--- src/rtl/ps16_access_splitter_if.sv ---
// Pi-access / bus-cycle signal bundle for ps16_access_splitter.
// slave: the splitter's view; master: the Pi side plus the bus-cycle engine.
interface ps16_access_splitter_if;
    logic        req_valid;
    logic        req_ready;
    logic [23:0] req_addr;
    logic [1:0]  req_size;
    logic        req_read;
    logic [2:0]  req_fc;
    logic [31:0] req_wdata;

    logic        bus_start;
    logic [22:0] bus_addr;
    logic        bus_uds;
    logic        bus_lds;
    logic        bus_read;
    logic [2:0]  bus_fc;
    logic [15:0] bus_wdata;
    logic        bus_done;
    logic        bus_berr;
    logic [15:0] bus_rdata;
    logic        bus_abort;

    logic        resp_valid;
    logic [1:0]  resp_status;
    logic [31:0] resp_rdata;

    modport slave (
        input  req_valid, req_addr, req_size, req_read, req_fc, req_wdata,
        input  bus_done, bus_berr, bus_rdata,
        output req_ready,
        output bus_start, bus_addr, bus_uds, bus_lds, bus_read, bus_fc, bus_wdata, bus_abort,
        output resp_valid, resp_status, resp_rdata
    );

    modport master (
        output req_valid, req_addr, req_size, req_read, req_fc, req_wdata,
        output bus_done, bus_berr, bus_rdata,
        input  req_ready,
        input  bus_start, bus_addr, bus_uds, bus_lds, bus_read, bus_fc, bus_wdata, bus_abort,
        input  resp_valid, resp_status, resp_rdata
    );
endinterface

--- src/rtl/ps16_access_splitter.sv ---
// Splits one Pi byte/word/long access into one or two 16-bit 68000 bus cycles,
// assembles read data, and reports a single completion status with a per-cycle timeout.
module ps16_access_splitter #(
    parameter int unsigned TIMEOUT_CYCLES = 4096,
    parameter int unsigned CNT_W          = 13
) (
    input  logic                   sys_clk,
    input  logic                   sys_rst_n,
    ps16_access_splitter_if.slave  acc
);

    typedef enum logic [2:0] {StIdle, StIssue1, StWait1, StIssue2, StWait2, StResp} state_e;

    localparam logic [1:0] StatOk      = 2'b00;
    localparam logic [1:0] StatBusErr  = 2'b01;
    localparam logic [1:0] StatAddrErr = 2'b10;
    localparam logic [1:0] StatTimeout = 2'b11;

    state_e            state_q, state_d;
    logic [1:0]        status_q, status_d;
    logic [31:0]       rdata_q;
    logic [CNT_W-1:0]  tmo_cnt_q;

    logic              is_long_q, is_byte_q, odd_q;
    logic [22:0]       addr_q;
    logic              uds_q, lds_q, read_q;
    logic [2:0]        fc_q;
    logic [15:0]       wdata_q, wdata_lo_q;

    logic accept, misaligned, in_wait, tmo_hit;

    assign accept     = (state_q == StIdle) && acc.req_valid;
    assign misaligned = (acc.req_size != 2'd0) && acc.req_addr[0];
    assign in_wait    = (state_q == StWait1) || (state_q == StWait2);
    // bus_done in the firing cycle takes priority over the timeout
    assign tmo_hit    = in_wait && (TIMEOUT_CYCLES != 0) && !acc.bus_done &&
                        (tmo_cnt_q == CNT_W'(TIMEOUT_CYCLES - 1));

    // Next-state, completion status and pulse outputs
    always_comb begin
        state_d  = state_q;
        status_d = status_q;
        unique case (state_q)
            StIdle: begin
                if (accept) begin
                    if (misaligned) begin
                        state_d  = StResp;
                        status_d = StatAddrErr;
                    end else begin
                        state_d = StIssue1;
                    end
                end
            end
            StIssue1: state_d = StWait1;
            StIssue2: state_d = StWait2;
            StWait1, StWait2: begin
                if (acc.bus_done) begin
                    if (acc.bus_berr) begin
                        state_d  = StResp;
                        status_d = StatBusErr;
                    end else if ((state_q == StWait1) && is_long_q) begin
                        state_d = StIssue2;
                    end else begin
                        state_d  = StResp;
                        status_d = StatOk;
                    end
                end else if (tmo_hit) begin
                    state_d  = StResp;
                    status_d = StatTimeout;
                end
            end
            StResp:  state_d = StIdle;
            default: state_d = StIdle;
        endcase
    end

    assign acc.req_ready   = (state_q == StIdle);
    assign acc.bus_start   = (state_q == StIssue1) || (state_q == StIssue2);
    assign acc.bus_abort   = tmo_hit;
    assign acc.resp_valid  = (state_q == StResp);
    assign acc.resp_status = status_q;
    assign acc.resp_rdata  = rdata_q;
    assign acc.bus_addr    = addr_q;
    assign acc.bus_uds     = uds_q;
    assign acc.bus_lds     = lds_q;
    assign acc.bus_read    = read_q;
    assign acc.bus_fc      = fc_q;
    assign acc.bus_wdata   = wdata_q;

    // State and status registers
    always_ff @(posedge sys_clk or negedge sys_rst_n) begin
        if (!sys_rst_n) begin
            state_q  <= StIdle;
            status_q <= StatOk;
        end else begin
            state_q  <= state_d;
            status_q <= status_d;
        end
    end

    // Bus-cycle fields: loaded at accept, advanced to the second half of a long
    always_ff @(posedge sys_clk or negedge sys_rst_n) begin
        if (!sys_rst_n) begin
            is_long_q  <= 1'b0;
            is_byte_q  <= 1'b0;
            odd_q      <= 1'b0;
            addr_q     <= '0;
            uds_q      <= 1'b0;
            lds_q      <= 1'b0;
            read_q     <= 1'b0;
            fc_q       <= '0;
            wdata_q    <= '0;
            wdata_lo_q <= '0;
        end else if (accept) begin
            is_long_q  <= (acc.req_size == 2'd2);
            is_byte_q  <= (acc.req_size == 2'd0);
            odd_q      <= acc.req_addr[0];
            addr_q     <= acc.req_addr[23:1];
            uds_q      <= (acc.req_size != 2'd0) || !acc.req_addr[0];
            lds_q      <= (acc.req_size != 2'd0) || acc.req_addr[0];
            read_q     <= acc.req_read;
            fc_q       <= acc.req_fc;
            wdata_lo_q <= acc.req_wdata[15:0];
            if (acc.req_size == 2'd2) begin
                wdata_q <= acc.req_wdata[31:16];
            end else if (acc.req_size == 2'd0) begin
                wdata_q <= {acc.req_wdata[7:0], acc.req_wdata[7:0]};
            end else begin
                wdata_q <= acc.req_wdata[15:0];
            end
        end else if ((state_q == StWait1) && (state_d == StIssue2)) begin
            // 23-bit word address wraps, giving addr+2 modulo 2^24
            addr_q  <= addr_q + 23'd1;
            wdata_q <= wdata_lo_q;
        end
    end

    // Read-data assembly; a bus error still captures the half that terminated
    always_ff @(posedge sys_clk or negedge sys_rst_n) begin
        if (!sys_rst_n) begin
            rdata_q <= '0;
        end else if (in_wait && acc.bus_done && read_q) begin
            if (is_byte_q) begin
                rdata_q <= {24'd0, odd_q ? acc.bus_rdata[7:0] : acc.bus_rdata[15:8]};
            end else if (is_long_q) begin
                if (state_q == StWait1) begin
                    rdata_q[31:16] <= acc.bus_rdata;
                end else begin
                    rdata_q[15:0] <= acc.bus_rdata;
                end
            end else begin
                rdata_q <= {16'd0, acc.bus_rdata};
            end
        end
    end

    // Per-cycle timeout counter: cleared while launching, counts while waiting
    always_ff @(posedge sys_clk or negedge sys_rst_n) begin
        if (!sys_rst_n) begin
            tmo_cnt_q <= '0;
        end else if (acc.bus_start) begin
            tmo_cnt_q <= '0;
        end else if (in_wait) begin
            tmo_cnt_q <= tmo_cnt_q + CNT_W'(1);
        end
    end

endmodule

--- src/flat_wrapper.sv ---
// flat-port wrapper written by rule: the top's interface ports become plain ports
module ps16_access_splitter_flat 
#(
    parameter int unsigned TIMEOUT_CYCLES = 4096,
    parameter int unsigned CNT_W          = 13
)
  (sys_clk, sys_rst_n, acc_req_valid, acc_req_addr, acc_req_size, acc_req_read, acc_req_fc, acc_req_wdata, acc_bus_done, acc_bus_berr, acc_bus_rdata, acc_req_ready, acc_bus_start, acc_bus_addr, acc_bus_uds, acc_bus_lds, acc_bus_read, acc_bus_fc, acc_bus_wdata, acc_bus_abort, acc_resp_valid, acc_resp_status, acc_resp_rdata);
  ps16_access_splitter_if acc_i ();
  input  logic sys_clk;
  input  logic sys_rst_n;
  input wire logic [$bits(acc_i.req_valid)-1:0] acc_req_valid;
  input wire logic [$bits(acc_i.req_addr)-1:0] acc_req_addr;
  input wire logic [$bits(acc_i.req_size)-1:0] acc_req_size;
  input wire logic [$bits(acc_i.req_read)-1:0] acc_req_read;
  input wire logic [$bits(acc_i.req_fc)-1:0] acc_req_fc;
  input wire logic [$bits(acc_i.req_wdata)-1:0] acc_req_wdata;
  input wire logic [$bits(acc_i.bus_done)-1:0] acc_bus_done;
  input wire logic [$bits(acc_i.bus_berr)-1:0] acc_bus_berr;
  input wire logic [$bits(acc_i.bus_rdata)-1:0] acc_bus_rdata;
  output wire logic [$bits(acc_i.req_ready)-1:0] acc_req_ready;
  output wire logic [$bits(acc_i.bus_start)-1:0] acc_bus_start;
  output wire logic [$bits(acc_i.bus_addr)-1:0] acc_bus_addr;
  output wire logic [$bits(acc_i.bus_uds)-1:0] acc_bus_uds;
  output wire logic [$bits(acc_i.bus_lds)-1:0] acc_bus_lds;
  output wire logic [$bits(acc_i.bus_read)-1:0] acc_bus_read;
  output wire logic [$bits(acc_i.bus_fc)-1:0] acc_bus_fc;
  output wire logic [$bits(acc_i.bus_wdata)-1:0] acc_bus_wdata;
  output wire logic [$bits(acc_i.bus_abort)-1:0] acc_bus_abort;
  output wire logic [$bits(acc_i.resp_valid)-1:0] acc_resp_valid;
  output wire logic [$bits(acc_i.resp_status)-1:0] acc_resp_status;
  output wire logic [$bits(acc_i.resp_rdata)-1:0] acc_resp_rdata;
  assign acc_i.req_valid = acc_req_valid;
  assign acc_i.req_addr = acc_req_addr;
  assign acc_i.req_size = acc_req_size;
  assign acc_i.req_read = acc_req_read;
  assign acc_i.req_fc = acc_req_fc;
  assign acc_i.req_wdata = acc_req_wdata;
  assign acc_i.bus_done = acc_bus_done;
  assign acc_i.bus_berr = acc_bus_berr;
  assign acc_i.bus_rdata = acc_bus_rdata;
  assign acc_req_ready = acc_i.req_ready;
  assign acc_bus_start = acc_i.bus_start;
  assign acc_bus_addr = acc_i.bus_addr;
  assign acc_bus_uds = acc_i.bus_uds;
  assign acc_bus_lds = acc_i.bus_lds;
  assign acc_bus_read = acc_i.bus_read;
  assign acc_bus_fc = acc_i.bus_fc;
  assign acc_bus_wdata = acc_i.bus_wdata;
  assign acc_bus_abort = acc_i.bus_abort;
  assign acc_resp_valid = acc_i.resp_valid;
  assign acc_resp_status = acc_i.resp_status;
  assign acc_resp_rdata = acc_i.resp_rdata;
  ps16_access_splitter #(.TIMEOUT_CYCLES(TIMEOUT_CYCLES), .CNT_W(CNT_W)) u_core (.sys_clk(sys_clk), .sys_rst_n(sys_rst_n), .acc(acc_i));
endmodule
--- config.mk ---
export PLATFORM = sky130hd
export DESIGN_NAME = ps16_access_splitter_flat
export DESIGN_NICKNAME = d
export VERILOG_FILES = /design/src/rtl/ps16_access_splitter_if.sv /design/src/rtl/ps16_access_splitter.sv /design/src/flat_wrapper.sv
export SDC_FILE = /design/constraint.sdc
export NUM_CORES = 1
export LEC_CHECK = 0
export BUFFER_PORTS_ARGS = -buffer_cell sky130_fd_sc_hd__buf_2
export CORE_ASPECT_RATIO = 0.7
export CORE_MARGIN = 2
export CORE_UTILIZATION = 56
export CTS_CLUSTER_DIAMETER = 120
export DETAILED_ROUTE_END_ITERATION = 10
export HOLD_SLACK_MARGIN = 0.12
export PLACE_DENSITY = 0.85
export SYNTH_ARGS = -nofsm -noshare
export SYNTH_HDL_FRONTEND = slang
export SYNTH_SLANG_ARGS = --single-unit
--- constraint.sdc ---
create_clock -name sys_clk -period 5.1 [get_ports sys_clk]
set_input_delay 0.255 -clock sys_clk [delete_from_list [all_inputs] [get_ports sys_clk]]
set_output_delay 0.255 -clock sys_clk [all_outputs]
set_load 0.01 [all_outputs]
### Yosys cells after proc, flatten, opt, wreduce, memory -nomap -nowiden

Index checks and enable logic that the tools add are counted.

* bits in read-only memories: 0
* bits in writable memories: 0
* bits in registers: 114
* input bits: 83
* logic and storage cells: 82
* memories kept: 0
* latch bits: 0
* output and inout port bits: 83

* magnitude comparators: 0
* equality and inequality tests: 14
* bitwise operators: 0
* add/subtract/negate cells: 2
* reduce and logical (&&, ||, !) cells: 24
* divide/modulo/power cells: 0
* muxes and demuxes: 27
* shift-type cells: 0
* $mul: 0

Operators with widths (count)
* 2-to-1 mux 16 bit: 6
* 2-to-1 mux 32 bit: 2
* 2-to-1 mux 23 bit: 2
* 2-to-1 mux 13 bit: 2
* adder 23 x 1 -> 23 bit (second input constant): 1
* 2-to-1 mux 3 bit: 6
* adder 13 x 1 -> 13 bit (second input constant): 1
* == test 13 x 12 -> 1 bit (second input constant): 1
* 2-to-1 mux 2 bit: 6
* case mux 3 bit (4 select lines): 1
* == test 3 x 2 -> 1 bit (second input constant): 3
* inequality test 3 bit (second input constant): 3
* logical AND 1 bit: 8
* 2-to-1 mux 8 bit: 1
* nonzero test 2 bit: 4
* == test 3 bit (second input constant): 2
* AND reduction 5 bit: 1
* logical OR 1 bit: 4
* inequality test 2 x 1 -> 1 bit (second input constant): 2
* inequality test 4 bit (second input constant): 1
* case mux 2 bit (2 select lines): 1
* AND reduction 2 bit: 2
* == test 3 x 1 -> 1 bit (second input constant): 1
* logical NOT 3 bit: 1
* 4 further kinds: 5

### Logic depth before layout (Yosys ltp)

* word-level depth: 11
* depth in mapped cells: 8
* depth with buffers taken out: 6

### Worst setup path after synthesis

Ideal clock, no wire load.

* kind: flip-flop to flip-flop
* start: register u_core.state_q[1]
* end: register u_core.status_q[1], in the netlist u_core.acc.resp_status[1]
* stages on the path, launching flop included: 8
* buffers on the path: 2
* setup time: 0.128 ns
* path slack: 3.499 ns
* arrival: 1.474 ns
* path through: dfrtp_1 -> buf_4 -> nor2b_4 -> and2_1 -> buf_6 -> a2111oi_4 -> and3_1 -> nor3_2

* word-level cells in the longest chain between the ends: 6
* elaborated cells between the ends (all ways): 16

RTL lines
* from (decl): RTL line ps16_access_splitter.sv:19 `state_e state_q, state_d;`
* from (signal assigned): RTL line ps16_access_splitter.sv:93 `state_q <= StIdle;`
* from (signal assigned): RTL line ps16_access_splitter.sv:96 `state_q <= state_d;`
* == test 3 x 2 -> 1 bit or == test 3 bit (tied branches): RTL line ps16_access_splitter.sv:34, ps16_access_splitter.sv:43, ps16_access_splitter.sv:61
* logical OR 1 bit: RTL line ps16_access_splitter.sv:34 `assign in_wait = (state_q == StWait1) || (state_q == StWait2);`
* logical AND 1 bit (2 in series): RTL line ps16_access_splitter.sv:36 `assign tmo_hit = in_wait && (TIMEOUT_CYCLES != 0) && !acc.bus_done &&`
* inequality test 3 bit (no line)
* AND reduction 5 bit (no line)
* to (signal assigned): RTL line ps16_access_splitter.sv:94 `status_q <= StatOk;`
* to (signal assigned): RTL line ps16_access_splitter.sv:97 `status_q <= status_d;`
* to (decl): RTL line ps16_access_splitter.sv:20 `logic [1:0] status_q, status_d;`

Several ways; a longest one is shown, not always the timed one.
A chain may end at the register's enable or synchronous reset.

### Worst setup path after layout

* start: register u_core.state_q[0]
* end: output acc_bus_start

* word-level cells in the longest chain between the ends: 2
* elaborated cells between the ends (all ways): 3

RTL lines
* == test 3 x 1 -> 1 bit or == test 3 x 2 -> 1 bit (tied branches): RTL line ps16_access_splitter.sv:78 `assign acc.bus_start = (state_q == StIssue1) || (state_q == StIssue2);`
* logical OR 1 bit *: RTL line ps16_access_splitter.sv:78
* to (decl): RTL line flat_wrapper.sv:21 `output wire logic [$bits(acc_i.bus_start)-1:0] acc_bus_start;`

Mark *: on every way between the ends. The rest lies on a longest branch, timed or not.

==> metrics.csv <==
metric,value,unit
status,"complete, no violations",
regArea,2850,µm²
grt_pass1_wl,25.9,mm
dp_hpwl,10.1,mm
hold_ws,0.127,ns
hold_start,acc_req_addr[16],
worstHoldPathType,input port to flip-flop,
design_area,7630,µm²
crit_type,flip-flop to primary output,
io_buffer_count,165,
root_buffer,clkbuf_16,
synth_top_area_cell,dfrtp_1,
cts.sinks,114,
initial_core_util,58.0,%
grt_max_degree,69,
synthArstFlopShare,100,%
slowest_delay,0.86,ns
finalNetCount,903,
gp_congestion,0.867,
numPlacedInstances,878,
pin_count,166,
cts_made_buffers,17,
worst_slew_margin_rel,24.7,%
ys_warn_count,0,
stdcell_count,959,
drv_slew,0,
reg2reg_from,u_core.state_q[0],
post-place-ws,2.67,ns
antenna_found_initial,0,
fillCellCount,666,
peakVddDrop,0.000350,V
synth_enable_flop_cells,0,
yosys.area.top_type_share,50.2,%
vias_per_cell,5.65,
drive_gt1_share,26.4,%
remaining_drc_errors,0,
synth_cells,621,
cts_tree,yes,
cpLargestDelayFamily,simple AND/OR/NAND/NOR gates,
dpl_cell_area,6510,µm²
vias,5418,
syn_nets,706,
cp-end-kind,primary output,
synth_seq_cells,114,
drt_iter0_markers,506,
fin_util,77.9,%
synth.area.top_cells,"dfrtp_1 50%, nand2_1 12%, mux2i_1 3.0%",
setup-violations-final,0,
worstSetupStartpoint,u_core.state_q[0],
multi_input_area,2630,µm²
grt_pass1_vias,5200,
power,4.40,mW
die_h,88.3,µm
diodes,0,
coreArea,9800,µm²
crit_required,4.85,ns
fin_crit,2.53,ns
critPathLaunchType,flip-flop,
critical_path.slowest_cell,nor2b_1,
cap_violations,0,
rsz0062_at_grt,no,
path_clk_slew,0.06,ns
worstPathArrival,2.27,ns
p_per_area,576,nW/µm²
finalHoldViolCount,0,
syn_area_per_cell,9.16,µm²
p_leak,3.66,nW
dr.pass1.iters,6,
netlist_area,5690,µm²
path_cells,nor2b_1 -> buf_2,
crit_fanout,14,
htree_levels,4,
cts_resized,0,
final.setup.worst_slack,2.57,ns
synth_ff_type,dfrtp_1,
tightest_slew,1.13,ns
grt_usage,29.7,%
rows,30,
layout_common_cells,"175 x nand2_1, 164 x buf_2, 114 x dfrtp_1",
dieWidth,124,µm
syn_to_final_growth,34.2,%
achievable-frequency,0.396,GHz
wl_per_cell,16.8,µm
dieArea,11000,µm²
timing.final.crit_share,49.5,%
cp_num_buf_inv,1,
ys_seq_area_share,50.2,%
clockBufferDepth,2,
layout_commonest_cell,nand2_1,
cts_setup_buffers,0,
postRouteAntennaNets,0,
clock_latency,0.41,ns
tns,0,ns
grt-ovfl-total,0,
wl,16.1,mm
skew,0.00595,ns
synth_cell_types,58,
## cells in the mapped netlist (3+ instances only)
cell type / instances
and3_1: 5
nor2b_1: 11
dfrtp_1: 114
and2_1: 4
nor3_1: 5
a211oi_1: 17
nor2_1: 43
a31oi_1: 21
xnor2_1: 9
and4_1: 3
nand3b_1: 9
mux2i_1: 17
nand2b_1: 3
xor2_1: 14
buf_4: 3
clkbuf_1: 11
inv_1: 5
nand4_1: 10
o21ai_0: 12
nand2_1: 176
nand3_1: 11
o21ai_1: 30
buf_2: 24
a21oi_1: 18
## metal layers
| layer | vias up | global-route usage (%) | wire (µm) |
|---|---|---|---|
| li1 | 2530 | - | - |
| met2 | 237 | 51.1 | 7970 |
| met5 | - | 0 | 0 |
| met1 | 2623 | 38.4 | 6810 |
| met4 | 0 | 7.66 | 181 |
| met3 | 28 | 7.86 | 1110 |
## where the power goes
part / internal [mW] / switching, mW
Clock: 0.851 / 0.415
Combinational: 0.615 / 0.880
Sequential: 1.28 / 0.356
## worst reg2reg max path, delay by kind of cell, from the launching register on
| kind | cells | cell delay, ns |
|---|---|---|
| AND/OR/NAND/NOR | 3 | 1.46 |
| flip-flops | 1 | 0.59 |
| XOR/XNOR | 1 | 0.20 |
| AO/OA/AOI/OAI | 1 | 0.07 |
## what timing repair did
action,CTS,global route
hold buffers,48,1
setup endpoints to repair,0,0
hold endpoints to repair,97,1
## flip-flops by register name, indices dropped and copies added (netlist names)
| signal | flops |
|---|---|
| u_core.acc.resp_rdata | 32 |
| u_core.acc.bus_addr | 23 |
| u_core.acc.bus_wdata | 16 |
| u_core.wdata_lo_q | 16 |
| u_core.tmo_cnt_q | 13 |
| u_core.acc.bus_fc | 3 |
| u_core.state_q | 3 |
| u_core.acc.resp_status | 2 |
| u_core.acc.bus_lds | 1 |
| u_core.acc.bus_read | 1 |
| u_core.acc.bus_uds | 1 |
| u_core.is_byte_q | 1 |
| u_core.is_long_q | 1 |
| u_core.odd_q | 1 |
## cell type report
type | instances | area share (%)
well taps | 128 | 2.10
flip-flops and latches | 114 | 37.4
clock inverters | 11 | 2.07
multi-input cells | 463 | 34.5
clock buffers | 21 | 6.16
repair buffers | 217 | 17.6
inverters | 5 | 0.246
## cell families after synthesis
family | synth area share, %
buf+inv | 3.76
simple gates | 25.6
flops | 50.2
fa+ha+maj | 0.440
compound gates | 13.0
mux | 3.19
xor+xnor | 3.83
## final timing paths
kind / endpoint / slack (ns) / cells after the start
max in group asynchronous: u_core.tmo_cnt_q[11] / 3.42 / 3
min in group asynchronous: u_core.acc.resp_rdata[25] / 0.41 / 2
worst max-delay path: acc_bus_start / 2.57 / 2
worst min register to register: u_core.odd_q / 0.47 / 2
worst min-delay path: u_core.acc.bus_addr[15] / 0.13 / 3
worst max register to register: u_core.acc.bus_addr[22] / 2.64 / 5
Note: power is estimated with default switching activity, not from simulation.
